`config.mk`:
```
export PLATFORM = sky130hd
export DESIGN_NAME = adder_share_arb
export DESIGN_NICKNAME = d
export VERILOG_FILES = /design/src/rtl/adder_share_arb.sv
export SDC_FILE = /design/constraint.sdc
export NUM_CORES = 1
export LEC_CHECK = 0
export ABC_AREA = 0
export CAP_MARGIN = 20
export CORE_ASPECT_RATIO = 1.1
export CORE_UTILIZATION = 40
export DETAILED_ROUTE_END_ITERATION = 10
export HOLD_SLACK_MARGIN = 0.06
export MAX_ROUTING_LAYER = met4
export PLACE_DENSITY = 0.87
export SKIP_CTS_REPAIR_TIMING = 1
export SYNTH_ARGS = -nofsm -noshare
export SYNTH_HDL_FRONTEND = slang
export SYNTH_SLANG_ARGS = --single-unit
```
`constraint.sdc`:
```
create_clock -name clk -period 6.6 [get_ports clk]
set_input_delay 0.99 -clock clk [delete_from_list [all_inputs] [get_ports clk]]
set_output_delay 0.99 -clock clk [all_outputs]
set_load 0.01 [all_outputs]
```
`src/rtl/adder_share_arb.sv`:
```
// Round-robin sequencer sharing one external W-bit adder across NREQ lanes.
// Define ADDER_SAT_EN to clip the captured sum to all ones on carry-out.
`timescale 1ns/1ps
module adder_share_arb #(
  parameter int NREQ = 4,
  parameter int W    = 16,
  parameter int IDW  = 2
) (
  input  logic              clk,
  input  logic              rst_n,
  input  logic [NREQ-1:0]   req_valid,
  output logic [NREQ-1:0]   req_ready,
  input  logic [NREQ*W-1:0] req_a,
  input  logic [NREQ*W-1:0] req_b,
  output logic [W-1:0]      add_a,
  output logic [W-1:0]      add_b,
  input  logic [W-1:0]      add_sum,
  input  logic              add_co,
  output logic              res_valid,
  input  logic              res_ready,
  output logic [W-1:0]      res_sum,
  output logic              res_co,
  output logic [IDW-1:0]    res_id
);

  logic           op_valid_q, op_valid_d;
  logic [W-1:0]   add_a_q, add_a_d;
  logic [W-1:0]   add_b_q, add_b_d;
  logic [IDW-1:0] op_id_q, op_id_d;
  logic [IDW-1:0] last_q, last_d;
  logic           res_valid_q, res_valid_d;
  logic [W-1:0]   res_sum_q, res_sum_d;
  logic           res_co_q, res_co_d;
  logic [IDW-1:0] res_id_q, res_id_d;

  logic           res_free, op_free, op_move;
  logic           gnt_ok, xfer;
  logic [IDW-1:0] gnt_id;
  logic [W-1:0]   cap_sum;

  assign res_free = !res_valid_q || res_ready;
  assign op_free  = !op_valid_q || res_free;
  assign op_move  = op_valid_q && res_free;

  // First valid requester searching from last+1 around the ring
  always_comb begin
    gnt_ok = 1'b0;
    gnt_id = '0;
    for (int k = 1; k <= NREQ; k++) begin
      if (!gnt_ok && req_valid[(int'(last_q) + k) % NREQ]) begin
        gnt_ok = 1'b1;
        gnt_id = IDW'((int'(last_q) + k) % NREQ);
      end
    end
  end

  assign xfer = gnt_ok && op_free && rst_n;

  assign req_ready = xfer
    ? ({{(NREQ-1){1'b0}}, 1'b1} << gnt_id)
    : '0;

`ifdef ADDER_SAT_EN
  assign cap_sum = add_co ? {W{1'b1}} : add_sum;
`else
  assign cap_sum = add_sum;
`endif

  // Operands only change on a transfer so the adder stays quiet when idle
  always_comb begin
    op_valid_d = op_valid_q;
    add_a_d    = add_a_q;
    add_b_d    = add_b_q;
    op_id_d    = op_id_q;
    last_d     = last_q;
    if (xfer) begin
      op_valid_d = 1'b1;
      add_a_d    = req_a[int'(gnt_id)*W +: W];
      add_b_d    = req_b[int'(gnt_id)*W +: W];
      op_id_d    = gnt_id;
      last_d     = gnt_id;
    end else if (op_move) begin
      op_valid_d = 1'b0;
    end
  end

  always_comb begin
    res_valid_d = res_valid_q;
    res_sum_d   = res_sum_q;
    res_co_d    = res_co_q;
    res_id_d    = res_id_q;
    if (op_move) begin
      res_valid_d = 1'b1;
      res_sum_d   = cap_sum;
      res_co_d    = add_co;
      res_id_d    = op_id_q;
    end else if (res_ready) begin
      res_valid_d = 1'b0;
    end
  end

  always_ff @(posedge clk or negedge rst_n) begin
    if (!rst_n) begin
      op_valid_q  <= 1'b0;
      add_a_q     <= '0;
      add_b_q     <= '0;
      op_id_q     <= '0;
      last_q      <= IDW'(NREQ - 1);
      res_valid_q <= 1'b0;
      res_sum_q   <= '0;
      res_co_q    <= 1'b0;
      res_id_q    <= '0;
    end else begin
      op_valid_q  <= op_valid_d;
      add_a_q     <= add_a_d;
      add_b_q     <= add_b_d;
      op_id_q     <= op_id_d;
      last_q      <= last_d;
      res_valid_q <= res_valid_d;
      res_sum_q   <= res_sum_d;
      res_co_q    <= res_co_d;
      res_id_q    <= res_id_d;
    end
  end

  assign add_a     = add_a_q;
  assign add_b     = add_b_q;
  assign res_valid = res_valid_q;
  assign res_sum   = res_sum_q;
  assign res_co    = res_co_q;
  assign res_id    = res_id_q;

endmodule

```
==> results.json <==
{
  "status": "completed",
  "slew_headroom": 0.337,
  "rows": 34,
  "drcViolationCount": 0,
  "p_per_area_nw_per_um2": 281,
  "cp_data_arrival_time_ns": 3.22,
  "synth_nets": 414,
  "overflow": 0,
  "muxShareOfSynthArea": 0.265,
  "num_antenna_cells": 0,
  "synth_xor_area_frac": 0,
  "initialDrtViolationCount": 87,
  "start_util": 0.413,
  "synth_compound_area_frac": 0.174,
  "synth_top_family_by_area": "multiplexers",
  "coreArea_um2": 7960,
  "ctsHtreeMaxLevel": 3,
  "clkPwrFrac": 0.204,
  "p_int_w": 0.00105,
  "grt_pass1_vias": 3173,
  "cts_root_buffer": "clkbuf_8",
  "hold_ws_ns": 0.483,
  "syn_area_per_cell_um2": 12.5,
  "clkTransAtPathRegs_ns": 0.06,
  "fillCellCount": 583,
  "required_ns": 5.61,
  "hold_class": "reg2reg",
  "via_per_inst": 5.06,
  "hold_viol": 0,
  "ys.flop_type": "dfrtp_1",
  "synthesis.area_um2": 3290,
  "clock_skew_ns": 0.00869,
  "hold_start": "add_b[9]",
  "switching_share": 0.323,
  "first_pass_iters": 4,
  "synth-seq-cells": 57,
  "seq_power_share": 0.330,
  "insertion_delay_ns": 0.33,
  "wire_per_inst_um": 16.9,
  "finalWirelength_um": 9760,
  "synth_warnings": 0,
  "vias": 2928,
  "synth_async_sr_flop_share": 1.00,
  "final.period_utilization": 0.638,
  "dieArea_um2": 8580,
  "cts_sinks": 57,
  "dp_worst_setup_slack_ns": 2.41,
  "yosys.area_share.simple": 0.0647,
  "final_common_cell": "clkdlybuf4s50_1",
  "p_comb_frac": 0.466,
  "grt_use_total": 0.237,
  "cp-end-kind": "output pin",
  "layout_common_cells": "clkdlybuf4s50_1, mux2i_1, dfrtp_1",
  "antenna_found_initial": 0,
  "grt_pass1_wl_um": 15300,
  "timing.rr.start": "last_q[1]",
  "synth_fa_ha_area_frac": 0,
  "synth_cell_types": 29,
  "die_w_um": 88.4,
  "layout-drive-gt1-share": 0.161,
  "synth_edf_count": 0,
  "setup_viol": 0,
  "leakage_nw": 2.33,
  "layout.nets": 618,
  "yosys-top-cells-area": "dfrtp_1, mux2i_1, o221ai_2, mux2_2, nand2_1",
  "io_pins": 208,
  "synth_area_leader_cell": "dfrtp_1",
  "final.min_clock_period_ns": 4.21,
  "antenna_left": 0,
  "cts.path.max_buffers": 2,
  "setup_ws_ns": 2.39,
  "portBuffers": 207,
  "total_power_w": 0.00156,
  "worst_pin_slew_ns": 0.991,
  "setup_tns_ns": 0,
  "cp-start-kind": "primary input",
  "numCtsBuffers": 9,
  "fmax_mhz": 238,
  "syn2layout_area_growth_pct": 68.6,
  "crit_path_start": "req_valid[1]",
  "grt_max_degree": 59,
  "slew_violations": 0,
  "ys_seq_area_frac": 0.435,
  "die_h_um": 97.1,
  "vdd_ir_drop_max_uv": 189,
  "synth_top_cell_area_share": 0.419,
  "tritoncts": "yes",
  "gp_congestion": 0.764,
  "grt_setup_unrepaired": "no",
  "hpwl_um": 7340,
  "switching_power_w": 0.000503,
  "worstSetupPathType": "in2out",
  "drv_cap": 0,
  "syn_inst": 262,
  "path_max_fanout": 6
}
-- cells by family after synthesis --
logic type,Yosys count
flip-flops,57
AO/OA/AOI/OAI,45
AND/OR/NAND/NOR,53
multiplexers,84
buffers and inverters,23
-- critical path, cell delays in order --
cell and delay, ns:
clkdlybuf4s50_1 0.54, mux2_4 0.32, a32o_2 0.25, a21oi_1 0.25, nand2_1 0.15, nor2_1 0.13, clkdlybuf4s50_1 0.58
-- cells in the mapped netlist (2+ instances only) --
cell type  instances
dfstp_2            2
mux2_2            19
buf_2              4
nand2_1           43
nand2b_1           3
dfrtp_1           55
mux2i_1           64
a21oi_1            2
buf_1              2
buf_12             6
o221ai_1           2
clkbuf_1           5
nor2_1             4
o221ai_2          30
inv_1              4
buf_6              2
o21ai_0            2
nor2b_1            2
-- worst paths after layout --
check	to	slack [ns]	cells past startpoint
worst min register to register	add_b[9]	0.48	2
max in group asynchronous	add_a[0]	5.32	2
min in group asynchronous	res_sum[5]	0.81	2
worst max register to register	add_b[14]	3.98	6
worst max-delay path	req_ready[2]	2.39	7
worst min-delay path	add_b[9]	0.48	2
-- area by class of cell --
type	count	area [um^2]	area share
timing repair buffer	212	2100	0.380
sequential	57	1430	0.258
clock inverter	3	40.0	0.00722
multi-input combinational	182	1670	0.301
inverter	4	15.0	0.00271
clock buffer	13	149	0.0269
tap	108	135	0.0244
-- sequential cells by signal (all words and copies together), names as in the netlist --
| register | cells |
|---|---|
| last_q | 2 |
| add_a | 16 |
| res_co | 1 |
| res_valid | 1 |
| res_sum | 16 |
| op_valid_q | 1 |
| res_id | 2 |
| add_b | 16 |
| op_id_q | 2 |
-- layer usage --
metal / track usage / share of wire
met1: 0.262 / 0.38
met2: 0.405 / 0.50
met3: 0.0620 / 0.10
met4: 0.0868 / 0.021
met5: - / 0
-- power by group through the flow --
stage          registers (W)  logic, W  clock network, W
2_1_floorplan       0.000558  0.000361                 0
3_3_place_gp        0.000515  0.000716                 0
3_5_place_dp        0.000520  0.000732                 0
4_1_cts             0.000515  0.000736          0.000325
5_1_grt             0.000528  0.000776          0.000338
6_report            0.000513  0.000725          0.000317
-- through the flow --
stage                     cells  instance area (um^2)  utilization
after global routing        579                  5540        0.697
after floorplan             262                  3290            -
after CTS                   579                  5540        0.697
after detailed placement    563                  5350        0.673
final                       579                  5540        0.697
after global placement      563                  5350        0.673
(Power assumes the default switching activity.)
